### config.mk
export PLATFORM = sky130hd
export DESIGN_NAME = hazard_ctrl
export DESIGN_NICKNAME = d
export VERILOG_FILES = /design/src/rtl/psrv32_pkg.sv /design/src/rtl/hazard_ctrl_fwd_unit.sv /design/src/rtl/hazard_ctrl.sv
export SDC_FILE = /design/constraint.sdc
export NUM_CORES = 1
export LEC_CHECK = 0
export CORE_ASPECT_RATIO = 0.6
export CORE_MARGIN = 5
export CORE_UTILIZATION = 36
export CTS_CLUSTER_DIAMETER = 80
export CTS_CLUSTER_SIZE = 40
export DETAILED_ROUTE_END_ITERATION = 10
export HOLD_SLACK_MARGIN = 0.1
export PLACE_DENSITY_LB_ADDON = 0.08
export SLEW_MARGIN = 40
export SYNTH_ARGS = -nofsm -noshare
export SYNTH_HDL_FRONTEND = slang
export SYNTH_SLANG_ARGS = --single-unit
export TNS_END_PERCENT = 20
### constraint.sdc
create_clock -name clk_i -period 3.9 [get_ports clk_i]
set_clock_uncertainty 0.1 [all_clocks]
set_input_delay 0.39 -clock clk_i [delete_from_list [all_inputs] [get_ports clk_i]]
set_output_delay 0.39 -clock clk_i [all_outputs]
set_load 0.005 [all_outputs]
### src/rtl/psrv32_pkg.sv
// Shared definitions for the psrv32 pipeline hazard logic:
// FSM state encoding, forwarding selects, NOP constant and forwarding helper.
package psrv32_pkg;

  typedef enum logic [1:0] {
    ST_RUN      = 2'd0,
    ST_MEM_WAIT = 2'd1,
    ST_FAULT    = 2'd2
  } hz_state_e;

  localparam logic [1:0] FWD_RF  = 2'b00;
  localparam logic [1:0] FWD_WB  = 2'b01;
  localparam logic [1:0] FWD_MEM = 2'b10;

  // addi x0, x0, 0 -- what a flushed or bubbled pipeline register carries
  localparam logic [31:0] NOP_INSTR = 32'h0000_0013;

  // Youngest writer wins: MEM over WB; x0 is never forwarded.
  function automatic logic [1:0] fwd_select(
    input logic [4:0] rs,
    input logic [4:0] mem_rd,
    input logic       mem_we,
    input logic [4:0] wb_rd,
    input logic       wb_we
  );
    logic [1:0] sel;
    sel = FWD_RF;
    if (mem_we && (mem_rd != 5'd0) && (mem_rd == rs)) begin
      sel = FWD_MEM;
    end else if (wb_we && (wb_rd != 5'd0) && (wb_rd == rs)) begin
      sel = FWD_WB;
    end
    return sel;
  endfunction

endpackage

### src/rtl/hazard_ctrl_fwd_unit.sv
// EX-stage operand forwarding select generation (purely combinational).
module fwd_unit
  import psrv32_pkg::*;
(
  input  logic [4:0] ex_rs1_i,
  input  logic [4:0] ex_rs2_i,
  input  logic [4:0] mem_rd_i,
  input  logic       mem_reg_write_i,
  input  logic [4:0] wb_rd_i,
  input  logic       wb_reg_write_i,
  output logic [1:0] fwd_a_o,
  output logic [1:0] fwd_b_o
);

  // Per-operand select from the MEM and WB destination registers
  always_comb begin
    fwd_a_o = fwd_select(ex_rs1_i, mem_rd_i, mem_reg_write_i, wb_rd_i, wb_reg_write_i);
    fwd_b_o = fwd_select(ex_rs2_i, mem_rd_i, mem_reg_write_i, wb_rd_i, wb_reg_write_i);
  end

endmodule

### src/rtl/hazard_ctrl.sv
// Central hazard/stall controller for the 5-stage RV32 pipeline.
// Priority: memory freeze > EX redirect > load-use interlock.
// Optional macro HAZARD_PERF_CNT_EN enables the stall/flush perf counters;
// without it the counter ports are tied to zero.
module hazard_ctrl
  import psrv32_pkg::*;
#(
  parameter int unsigned MEM_TIMEOUT = 256
) (
  input  logic        clk_i,
  input  logic        reset_i,
  input  logic [4:0]  id_rs1_i,
  input  logic [4:0]  id_rs2_i,
  input  logic        id_use_rs1_i,
  input  logic        id_use_rs2_i,
  input  logic [4:0]  ex_rd_i,
  input  logic        ex_mem_read_i,
  input  logic [4:0]  mem_rd_i,
  input  logic [4:0]  wb_rd_i,
  input  logic        mem_reg_write_i,
  input  logic        wb_reg_write_i,
  input  logic [4:0]  ex_rs1_i,
  input  logic [4:0]  ex_rs2_i,
  input  logic        ex_redirect_i,
  input  logic        mem_req_i,
  input  logic        mem_ready_i,
  output logic        pc_stall_o,
  output logic        if_id_stall_o,
  output logic        id_ex_stall_o,
  output logic        ex_mem_stall_o,
  output logic        if_id_flush_o,
  output logic        id_ex_flush_o,
  output logic        mem_wb_bubble_o,
  output logic [1:0]  fwd_a_o,
  output logic [1:0]  fwd_b_o,
  output logic        mem_err_o,
  output logic [31:0] stall_cnt_o,
  output logic [31:0] flush_cnt_o
);

  localparam int unsigned CW = $clog2(MEM_TIMEOUT) + 1;
  localparam logic [CW-1:0] TIMEOUT_C  = CW'(MEM_TIMEOUT);
  localparam logic [CW-1:0] TIMEOUT_M1 = CW'(MEM_TIMEOUT - 1);

  hz_state_e     state_q, state_d;
  logic [CW-1:0] wait_cnt_q, wait_cnt_d;

  logic       freeze;
  logic       load_use;
  logic [1:0] fwd_a_raw, fwd_b_raw;

  fwd_unit u_fwd (
    .ex_rs1_i        (ex_rs1_i),
    .ex_rs2_i        (ex_rs2_i),
    .mem_rd_i        (mem_rd_i),
    .mem_reg_write_i (mem_reg_write_i),
    .wb_rd_i         (wb_rd_i),
    .wb_reg_write_i  (wb_reg_write_i),
    .fwd_a_o         (fwd_a_raw),
    .fwd_b_o         (fwd_b_raw)
  );

  // Hazard conditions derived straight from the stage inputs
  always_comb begin
    freeze   = mem_req_i & ~mem_ready_i;
    load_use = ex_mem_read_i && (ex_rd_i != 5'd0) &&
               ((id_use_rs1_i && (id_rs1_i == ex_rd_i)) ||
                (id_use_rs2_i && (id_rs2_i == ex_rd_i)));
  end

  // Memory-wait FSM and watchdog counter next-state
  always_comb begin
    state_d    = state_q;
    wait_cnt_d = wait_cnt_q;
    unique case (state_q)
      ST_RUN: begin
        if (freeze) begin
          state_d    = ST_MEM_WAIT;
          wait_cnt_d = CW'(1);
        end
      end
      ST_MEM_WAIT: begin
        if (!mem_req_i || mem_ready_i) begin
          state_d    = ST_RUN;
          wait_cnt_d = '0;
        end else if (wait_cnt_q >= TIMEOUT_M1) begin
          // this cycle is the MEM_TIMEOUT-th consecutive not-ready cycle
          state_d    = ST_FAULT;
          wait_cnt_d = TIMEOUT_C;
        end else begin
          wait_cnt_d = wait_cnt_q + CW'(1);
        end
      end
      ST_FAULT: begin
        state_d    = ST_FAULT;
      end
      default: begin
        state_d    = ST_RUN;
        wait_cnt_d = '0;
      end
    endcase
  end

  // FSM state and wait counter registers with synchronous reset
  always_ff @(posedge clk_i) begin
    if (!reset_i) begin
      state_q    <= ST_RUN;
      wait_cnt_q <= '0;
    end else begin
      state_q    <= state_d;
      wait_cnt_q <= wait_cnt_d;
    end
  end

  // Stall, flush, bubble, fault and forwarding outputs by priority
  always_comb begin
    pc_stall_o      = 1'b0;
    if_id_stall_o   = 1'b0;
    id_ex_stall_o   = 1'b0;
    ex_mem_stall_o  = 1'b0;
    if_id_flush_o   = 1'b0;
    id_ex_flush_o   = 1'b0;
    mem_wb_bubble_o = 1'b0;
    mem_err_o       = 1'b0;
    fwd_a_o         = FWD_RF;
    fwd_b_o         = FWD_RF;
    if (!reset_i) begin
      if_id_flush_o = 1'b1;
      id_ex_flush_o = 1'b1;
    end else begin
      fwd_a_o = fwd_a_raw;
      fwd_b_o = fwd_b_raw;
      if (state_q == ST_FAULT) begin
        pc_stall_o      = 1'b1;
        if_id_stall_o   = 1'b1;
        id_ex_stall_o   = 1'b1;
        ex_mem_stall_o  = 1'b1;
        mem_wb_bubble_o = 1'b1;
        mem_err_o       = 1'b1;
      end else if (freeze) begin
        pc_stall_o      = 1'b1;
        if_id_stall_o   = 1'b1;
        id_ex_stall_o   = 1'b1;
        ex_mem_stall_o  = 1'b1;
        mem_wb_bubble_o = 1'b1;
      end else if (ex_redirect_i) begin
        if_id_flush_o = 1'b1;
        id_ex_flush_o = 1'b1;
      end else if (load_use) begin
        pc_stall_o    = 1'b1;
        if_id_stall_o = 1'b1;
        id_ex_flush_o = 1'b1;
      end
    end
  end

`ifdef HAZARD_PERF_CNT_EN
  logic [31:0] stall_cnt_q, stall_cnt_d;
  logic [31:0] flush_cnt_q, flush_cnt_d;

  // Free-running stall/flush event counters, wrapping modulo 2^32
  always_comb begin
    stall_cnt_d = stall_cnt_q + {31'd0, pc_stall_o};
    flush_cnt_d = flush_cnt_q + {31'd0, if_id_flush_o};
  end

  // Counter registers; reset wins over the flush asserted during reset
  always_ff @(posedge clk_i) begin
    if (!reset_i) begin
      stall_cnt_q <= '0;
      flush_cnt_q <= '0;
    end else begin
      stall_cnt_q <= stall_cnt_d;
      flush_cnt_q <= flush_cnt_d;
    end
  end

  assign stall_cnt_o = reset_i ? stall_cnt_q : '0;
  assign flush_cnt_o = reset_i ? flush_cnt_q : '0;
`else
  assign stall_cnt_o = '0;
  assign flush_cnt_o = '0;
`endif

endmodule

# After elaboration in Yosys (flattened, before gate mapping)
# Index checks and enable logic that the tools add are counted.
# totals
reg_bits	11
inputBits	45
mem_bits_ro	0
elab_cells	68
ramBits	0
latchBits	0
output_inout_bits	76
n_memories	0
# classes
n_eq_ne	10
multipliers	0
n_reduce_logical	19
addsub	1
muxes	32
bitwise	3
n_shift	0
order_cmp	1
div_mod_pow	0
# op_table
op	count
$eq A5 B5 Y1	6
$mux W9	3
$pmux W9 S3	1
$mux W1	20
$reduce_bool A5 Y1	3
$mux W2	7
$logic_and A1 B1 Y1	10
$add A9 B1 Y9 const B	1
$ge A9 B8 Y1 const B	1
$pmux W2 S3	1
$reduce_and A2 Y1	2
$ne A3 B3 Y1 const B	1
$eq A2 B1 Y1 const B	1
$eq A2 B2 Y1 const B	1
$logic_not A2 Y1	1
$logic_or A1 B1 Y1	2
$ne A2 B2 Y1 const B	1
$not A1 Y1	2
$and A1 B1 Y1	1
$logic_not A1 Y1	1

# Longest topological paths before layout
# Gate-level depths: netlist (run 1).
# logic_depth
ltp_word	9
ltp_mapped	7
mapped_depth_nobuf	7

# By module
# A second synthesis (run 1) with hierarchy kept.
# unflattened
hier_cells	190
hier_area_um2	1549.0
# modules_own_cells
mod	seq_area_each_um2	cells_each	instances	area_per_inst_um2
hazard_ctrl	220.2	156	1	1291.2
fwd_unit	0.0	34	1	257.7

# Worst setup path before layout (run 1)
# Ideal clock, no wire load.
# synth_path
path_kind	input port to output port
start	in ex_rd_i[4]
end	out pc_stall_o
path_buffers	1
setup_slack_ns	1.981
arrival_ns	1.429
cell_stages	5
required_ns	3.410
path_cell_list	xor2_1 nor4_1 a32oi_1 o31ai_1 buf_4
# synth_via
elab_chain_len	9
elab_cells_between_ends	13
classes_between	2 x eq/ne; 5 x mux; 6 x reduce/logical
# synth_lines
item	line	rtl
start, declared	hazard_ctrl.sv:16	input logic [4:0] ex_rd_i,
$eq A5 B5 Y1 (on tied branches)	hazard_ctrl.sv:67, hazard_ctrl.sv:68	
$logic_and A1 B1 Y1 (on tied branches)	hazard_ctrl.sv:67, hazard_ctrl.sv:68	
$logic_or A1 B1 Y1	hazard_ctrl.sv:67	((id_use_rs1_i && (id_rs1_i == ex_rd_i)) ||
$logic_and A1 B1 Y1 (*)	hazard_ctrl.sv:66	load_use = ex_mem_read_i && (ex_rd_i != 5'd0) &&
$mux W1 (*) (5 in a row)	-	
end, declared	hazard_ctrl.sv:27	output logic pc_stall_o,
# Mark *: on every way between the ends. The rest lies on a longest branch, timed or not.

# Worst setup path after layout (run 1)
# layout_path
start	in ex_rd_i[4]
end	out pc_stall_o
# layout_via
elab_chain_len	9
elab_cells_between_ends	13
classes_between	2 x eq/ne; 5 x mux; 6 x reduce/logical
# layout_lines
item	line	rtl
$eq A5 B5 Y1 (on tied branches)	hazard_ctrl.sv:67, hazard_ctrl.sv:68	
$logic_and A1 B1 Y1 (on tied branches)	hazard_ctrl.sv:67, hazard_ctrl.sv:68	
$logic_or A1 B1 Y1	hazard_ctrl.sv:67	
$logic_and A1 B1 Y1 (*)	hazard_ctrl.sv:66	
$mux W1 (*)	hazard_ctrl.sv:149	end else if (load_use) begin
$mux W1 (*)	hazard_ctrl.sv:146	end else if (ex_redirect_i) begin
$mux W1 (*)	hazard_ctrl.sv:140	end else if (freeze) begin
$mux W1 (*)	hazard_ctrl.sv:133	if (state_q == ST_FAULT) begin
$mux W1 (*)	hazard_ctrl.sv:127	if (!reset_i) begin
# Marks and branches as above.

==> results of run 1 <==
-- per-layer routing --
metal | vias to the layer above | track usage
met3 | 4 | 0.0434
li1 | 620 | -
met1 | 553 | 0.205
met4 | 0 | 0.0206
met2 | 77 | 0.129
met5 | - | 0
-- final cells by class --
type / instances / area (µm²) / share of cell area
Inverter: 4 / 15.0 / 0.00777
Clock buffer: 3 / 41.3 / 0.0214
Clock inverter: 1 / 5.00 / 0.00259
Sequential cell: 11 / 220 / 0.114
Tap cell: 60 / 75.1 / 0.0389
Multi-Input combinational cell: 167 / 1010 / 0.521
Timing Repair Buffer: 57 / 568 / 0.294
-- critical path, delay by kind of cell --
kind	cells	cell delay [ns]
buf+inv	2	1.04
xor+xnor	1	0.18
simple gates	1	0.34
compound gates	2	0.52
-- through the flow --
stage,hold WS (ns),setup slack (ns)
after detailed placement,0.380,0.952
after CTS,0.387,0.946
after global routing,0.431,0.828
after floorplan,0.356,1.98
after global placement,0.375,0.910
final,0.385,0.935
-- kinds of logic after synthesis --
| group | Yosys count | synth area share |
|---|---|---|
| adder cells (fa/ha/maj) | 2 | 0.0164 |
| AND/OR/NAND/NOR | 44 | 0.183 |
| XOR/XNOR | 36 | 0.207 |
| flip-flops | 11 | 0.145 |
| buffers and inverters | 74 | 0.349 |
| other | 1 | 0.00246 |
| AO/OA/AOI/OAI | 21 | 0.0970 |
-- power by group --
part	internal (µW)	leakage [µW]	total [µW]	switching, µW
sequential	114	0.0000889	116	2.67
combinational	67.0	0.000719	124	57.5
clock	70.5	0.0000255	117	46.8
-- worst max-delay path by stage --
stage,endpoint,cells after the start,startpoint
floorplan,pc_stall_o,5,ex_rd_i[4]
CTS,fwd_b_o[0],6,mem_rd_i[1]
detailed placement,fwd_b_o[0],6,mem_rd_i[1]
finish,pc_stall_o,6,ex_rd_i[4]
global placement,fwd_b_o[0],6,mem_rd_i[1]
global route,pc_stall_o,6,ex_rd_i[4]
-- flip-flops by register name, indices dropped and copies added (netlist names) --
| signal | count |
|---|---|
| state_q | 2 |
| wait_cnt_q | 9 |
-- cells in the final DEF, fill, tap and decap left out, types with 3 or more instances in the layout --
cell type / count
clkdlybuf4s50_1: 56
dfxtp_1: 11
o21ai_0: 6
o2111ai_1: 3
nand4_1: 4
nor4_1: 4
conb_1: 64
nand2_1: 3
inv_1: 4
o211ai_1: 4
or4_1: 5
xor2_1: 28
xnor2_1: 8
clkbuf_8: 3
nor2_1: 9
nand3_1: 3
==> key figures, run 1 <==
Place
  – I/O Buffers: 56
  – Placed cells: 299
  – Final RePlAce weighted congestion: 0.766
  – Cell Area, Placed: 0.00189 mm²
  – Detailed Place HPWL: 3.34 mm

Logic synthesis
  – Ys async rst share: 0
  – #FFs+latches synth: 11
  – Syn Inst Count: 189
  – Commonest cells post-synth: buf_4, xor2_1, dfxtp_1
  – Mean area per synthesized cell: 8.05 µm²
  – Most frequent cell after synthesis: buf_4
  – Top cells by area, synth: buf_4, xor2_1, dfxtp_1
  – Synthesized area: 0.00152 mm²
  – Top-area cell type share of the netlist area: 0.331
  – Post-synthesis sequential area ratio: 0.145
  – YS warnings: 0
  – Leading area contributor after synthesis: buf_4
  – Netlist cell types: 35
  – Post-synth EDFFs: 0
  – Most used DFF post-synth: dfxtp_1

Die
  – Core footprint: 0.00410 mm²
  – Starting Density: 0.371
  – Rows: 18
  – Io pins: 121
  – Horiz. Die Dim: 93.9 µm
  – Die ar.: 0.00567 mm²
  – Die Y-Extent: 60.4 µm

CTS
  – CTS buffer count: 3
  – H-tree depth: 1
  – Postcts setup bufs: 0
  – CTS sink count: 11
  – Post-CTS Resized: 0
  – Worst-Skew Late Latency: 0.24 ns
  – Clk pin slew, worst setup/hold paths: 0.05 ns
  – Clk root buf: clkbuf_8
  – Hold Buf Count CTS: 0
  – Clk buf depth: 2
  – TritonCTS clock tree: done

Power
  – Total power: 358 µW
  – Leakage: 0.000833 µW
  – Worst VDD drop: 0.147 mV
  – Pwr per Cell Area: 185 mW/mm²

Worst hold path
  – Min-delay src: wait_cnt_q[8]
  – Hold depth: 2
  – Worst hold path class: reg -> reg
  – WHS Endpoint: wait_cnt_q[8]

Critical path
  – Crit path DAT: 2.47 ns
  – CP dominant cell by count: clkdlybuf4s50_1
  – Cell Chain, Critical Path: clkdlybuf4s50_1, xor2_1, nor4_1, a32oi_1, o31ai_1, clkdlybuf4s50_1
  – Critical path's slowest cell: clkdlybuf4s50_1
  – RR Startpoint: wait_cnt_q[2]
  – FF-to-FF setup slack: 1.90 ns
  – Critical Path Source Type: input port
  – CP Capture Type: output pin
  – Crit Path Class: in -> out
  – Worst r2r dst: wait_cnt_q[5]
  – Worst path max stage delay: 0.57 ns
  – Data required, critical path: 3.41 ns
  – R2R depth: 7
  – Largest fanout on the critical path: 3

Timing
  – Period utilisation layout: 0.760
  – Max-slew headroom: 0.492
  – Final hold vios: 0
  – Min Tclk post-route: 2.96 ns
  – Worst-Margin Slew: 0.758 ns
  – Max frequency: 337 MHz
  – Pins Over Slew Limit: 0
  – Setup TNS: 0 ns
  – RSZ-0062 raised after global routing: no
  – Count of final setup violators: 0

Route
  – ANT nets after route: 0
  – M1 WL: 1.95 mm
  – Avg Vias per Cell: 4.14
  – Initial DRC Count: 51
  – Routed wl met2: 1.41 mm
  – Uppermost layer routed: met4
  – DRC Markers: 0
  – Final WL: 3.85 mm
  – Drt wl/cell: 12.7 µm
  – Drt first pass iters: 4
  – DR WL met3: 465 µm
  – Vias: 1254

GRT
  – Pin count of the biggest net entering global routing: 16
  – Initial antenna violation count: 0
  – First-pass GRT wire length: 5.20 mm
  – Total grt overflow: 0
  – Total global-route track usage: 0.120
  – Vias in the first global route: 1023

Status
  – Outcome: finished clean

Final layout
  – N_diodes: 0
  – Post-layout util: 0.471
  – Finished Cell Area: 0.00193 mm²
  – Layout fillers: 410
  – Fin nets: 291
  – Layout cells sized above 1: 0.0453
  – Finished Layout Cells: 303
  – Area Growth Syn to Fin: 27.0%

Run
  – Max-cap violations: 0
Note: power is estimated with default switching activity, not from simulation.
==> run 2: changes to the inputs <==
--- a/config.mk
+++ b/config.mk
@@ -7,7 +7,7 @@
 export LEC_CHECK = 0
 export CORE_ASPECT_RATIO = 0.6
 export CORE_MARGIN = 5
-export CORE_UTILIZATION = 36
+export CORE_UTILIZATION = 34
 export CTS_CLUSTER_DIAMETER = 80
 export CTS_CLUSTER_SIZE = 40
 export DETAILED_ROUTE_END_ITERATION = 10
==> constraint.sdc (replaced) <==
create_clock -name clk_i -period 2.95 [get_ports clk_i]
set_clock_uncertainty 0.1 [all_clocks]
set_input_delay 0.295 -clock clk_i [delete_from_list [all_inputs] [get_ports clk_i]]
set_output_delay 0.295 -clock clk_i [all_outputs]
set_load 0.005 [all_outputs]
==> run 2 against run 1 <==
Effect of this change:
- wire length up 7.7%
- critical endpoint is now fwd_a_o[0]
- core utilization decreased by 0.43 points
- design area rose by 1.8%
- first-iteration DRC count down 33%
- clock power up 32%
- sequential share of layout area decreased by 0.20 points
- die area is 5.1% higher
- sequential power up 31%
- worst hold slack improved by 0.011 ns
- combinational power rose by 40%
- critical path type unchanged
- sequential cell count unchanged
==> key figures, run 2 (synthesized netlist as in run 1, its figures left out) <==
Status
  – Outcome: finished clean

Final layout
  – Layout cells sized above 1: 0.0607
  – Top flop regs: wait_cnt_q: 9 flops, state_q: 2 flops
  – Most common cell after layout, fill and taps aside: conb_1
  – Finished Cell Area: 0.00197 mm²
  – Fin nets: 295
  – N_diodes: 0
  – Finished Layout Cells: 307
  – Area Growth Syn to Fin: 29.3%
  – Layout fillers: 412
  – Biggest register: wait_cnt_q
  – Number of flip-flops under the largest register name: 9
  – Most frequent cells in the layout: conb_1, clkdlybuf4s50_1, xor2_1

Route
  – ANT nets after route: 0
  – DRC Markers: 0
  – Drt first pass iters: 4
  – Vias: 1256
  – Avg Vias per Cell: 4.09
  – Final WL: 4.15 mm
  – Drt wl/cell: 13.5 µm
  – Initial DRC Count: 34

Critical path
  – Cell Chain, Critical Path: clkdlybuf4s50_1, or4_1, o21ai_2, nor4_1, nor4_2, clkdlybuf4s50_1
  – Crit-path leading delay family: buffers and inverters
  – Worst path max stage delay: 0.56 ns
  – CP dominant cell by count: clkdlybuf4s50_1
  – Largest fanout on the critical path: 3
  – Crit path DAT: 2.46 ns
  – Critical Path Source Type: input port
  – Critical path's slowest cell: clkdlybuf4s50_1
  – Crit Path Class: in -> out
  – Data required, critical path: 2.56 ns
  – CP Capture Type: output pin
  – Buf/Inv on CP: 2

Timing
  – Count of final setup violators: 0
  – Min Tclk post-route: 2.85 ns
  – Max-slew headroom: 0.644
  – Final worst setup slack: 0.0991 ns
  – RSZ-0062 raised after global routing: no
  – Period utilisation layout: 0.966
  – Setup TNS: 0 ns
  – Pins Over Slew Limit: 0
  – Max frequency: 351 MHz
  – Final hold vios: 0
  – Worst-Margin Slew: 0.532 ns

GRT
  – Total grt overflow: 0
  – Initial antenna violation count: 0
  – Vias in the first global route: 1112
  – Total global-route track usage: 0.127
  – Pin count of the biggest net entering global routing: 15
  – First-pass GRT wire length: 5.76 mm

Run
  – Max-cap violations: 0

CTS
  – Post-CTS Resized: 0
  – Worst-Skew Late Latency: 0.24 ns
  – Clk pin slew, worst setup/hold paths: 0.05 ns
  – H-tree depth: 1
  – Hold Buf Count CTS: 0
  – Postcts setup bufs: 0
  – Clk buf depth: 2
  – Clk root buf: clkbuf_8
  – CTS sink count: 11
  – CTS buffer count: 3
  – TritonCTS clock tree: done

Place
  – Final RePlAce weighted congestion: 0.861
  – Placed cells: 303
  – I/O Buffers: 56
  – Cell Area, Placed: 0.00192 mm²
  – Detailed Place HPWL: 3.59 mm
  – Setup WS pre-CTS: 0.125 ns

Die
  – Die ar.: 0.00596 mm²
  – Horiz. Die Dim: 96.4 µm
  – Io pins: 121
  – Rows: 18
  – Starting Density: 0.361
  – Core footprint: 0.00421 mm²
  – Die Y-Extent: 61.8 µm

Worst hold path
  – Worst hold path class: reg -> reg

Power
  – Leakage: 0.000851 µW
  – Pwr per Cell Area: 244 mW/mm²
  – Worst VDD drop: 0.163 mV
## run 2: changes by cell type in the layout (fill, tap and decap cells not counted)
cell      before  now
clkbuf_1       0    1
buf_4          1    5
clkinv_2       1    0
nor4_1         4    3
nor4_2         2    3
## run 2: worst paths after layout
check / start / to / slack, ns / depth (start not counted)
worst min register to register: wait_cnt_q[8] / wait_cnt_q[8] / 0.40 / 2
worst min-delay path: wait_cnt_q[8] / wait_cnt_q[8] / 0.40 / 2
worst max-delay path: mem_rd_i[2] / fwd_a_o[0] / 0.1 / 6
worst max register to register: wait_cnt_q[0] / wait_cnt_q[2] / 0.90 / 7
## run 2: area by class of cell
class / count / area, µm² / area share
clock buffers: 4 / 45.0 / 0.0229
flip-flops and latches: 11 / 220 / 0.112
well taps: 60 / 75.1 / 0.0382
inverters: 4 / 15.0 / 0.00763
repair buffers: 61 / 598 / 0.304
multi-input cells: 167 / 1010 / 0.515
## run 2: worst reg2reg max path, cell delays in order, from the launching register on
cell and delay (ns):
dfxtp_1 0.42, ha_1 0.25, and4_1 0.25, ha_1 0.17, nor2_1 0.06, nand4_1 0.10
a2bb2oi_1 0.46, nor2_1 0.10
## run 2: power breakdown
part | total, µW | leakage (µW) | switching [µW] | internal [µW]
Sequential | 152 | 0.0000889 | 1.93 | 150
Clock | 155 | 0.0000228 | 59.9 | 95.2
Combinational | 173 | 0.000739 | 81.2 | 92.1
## run 2: per-stage QoR
stage          power, µW  hold slack [ns]  utilization
6_report             481            0.396        0.467
5_1_grt              511            0.444        0.467
4_1_cts              479            0.396        0.466
3_5_place_dp         324            0.390        0.455
3_3_place_gp         325            0.385        0.455
2_1_floorplan        287            0.356            -
## run 2: per-layer routing
layer / vias to the layer above / GRT usage / routed length, µm / share of wire
met5: - / 0 / 0 / 0
met4: 0 / 0.00798 / 0 / 0
met3: 0 / 0.0433 / 496 / 0.12
met2: 66 / 0.154 / 1560 / 0.38
met1: 557 / 0.211 / 2090 / 0.50
li1: 633 / - / - / -
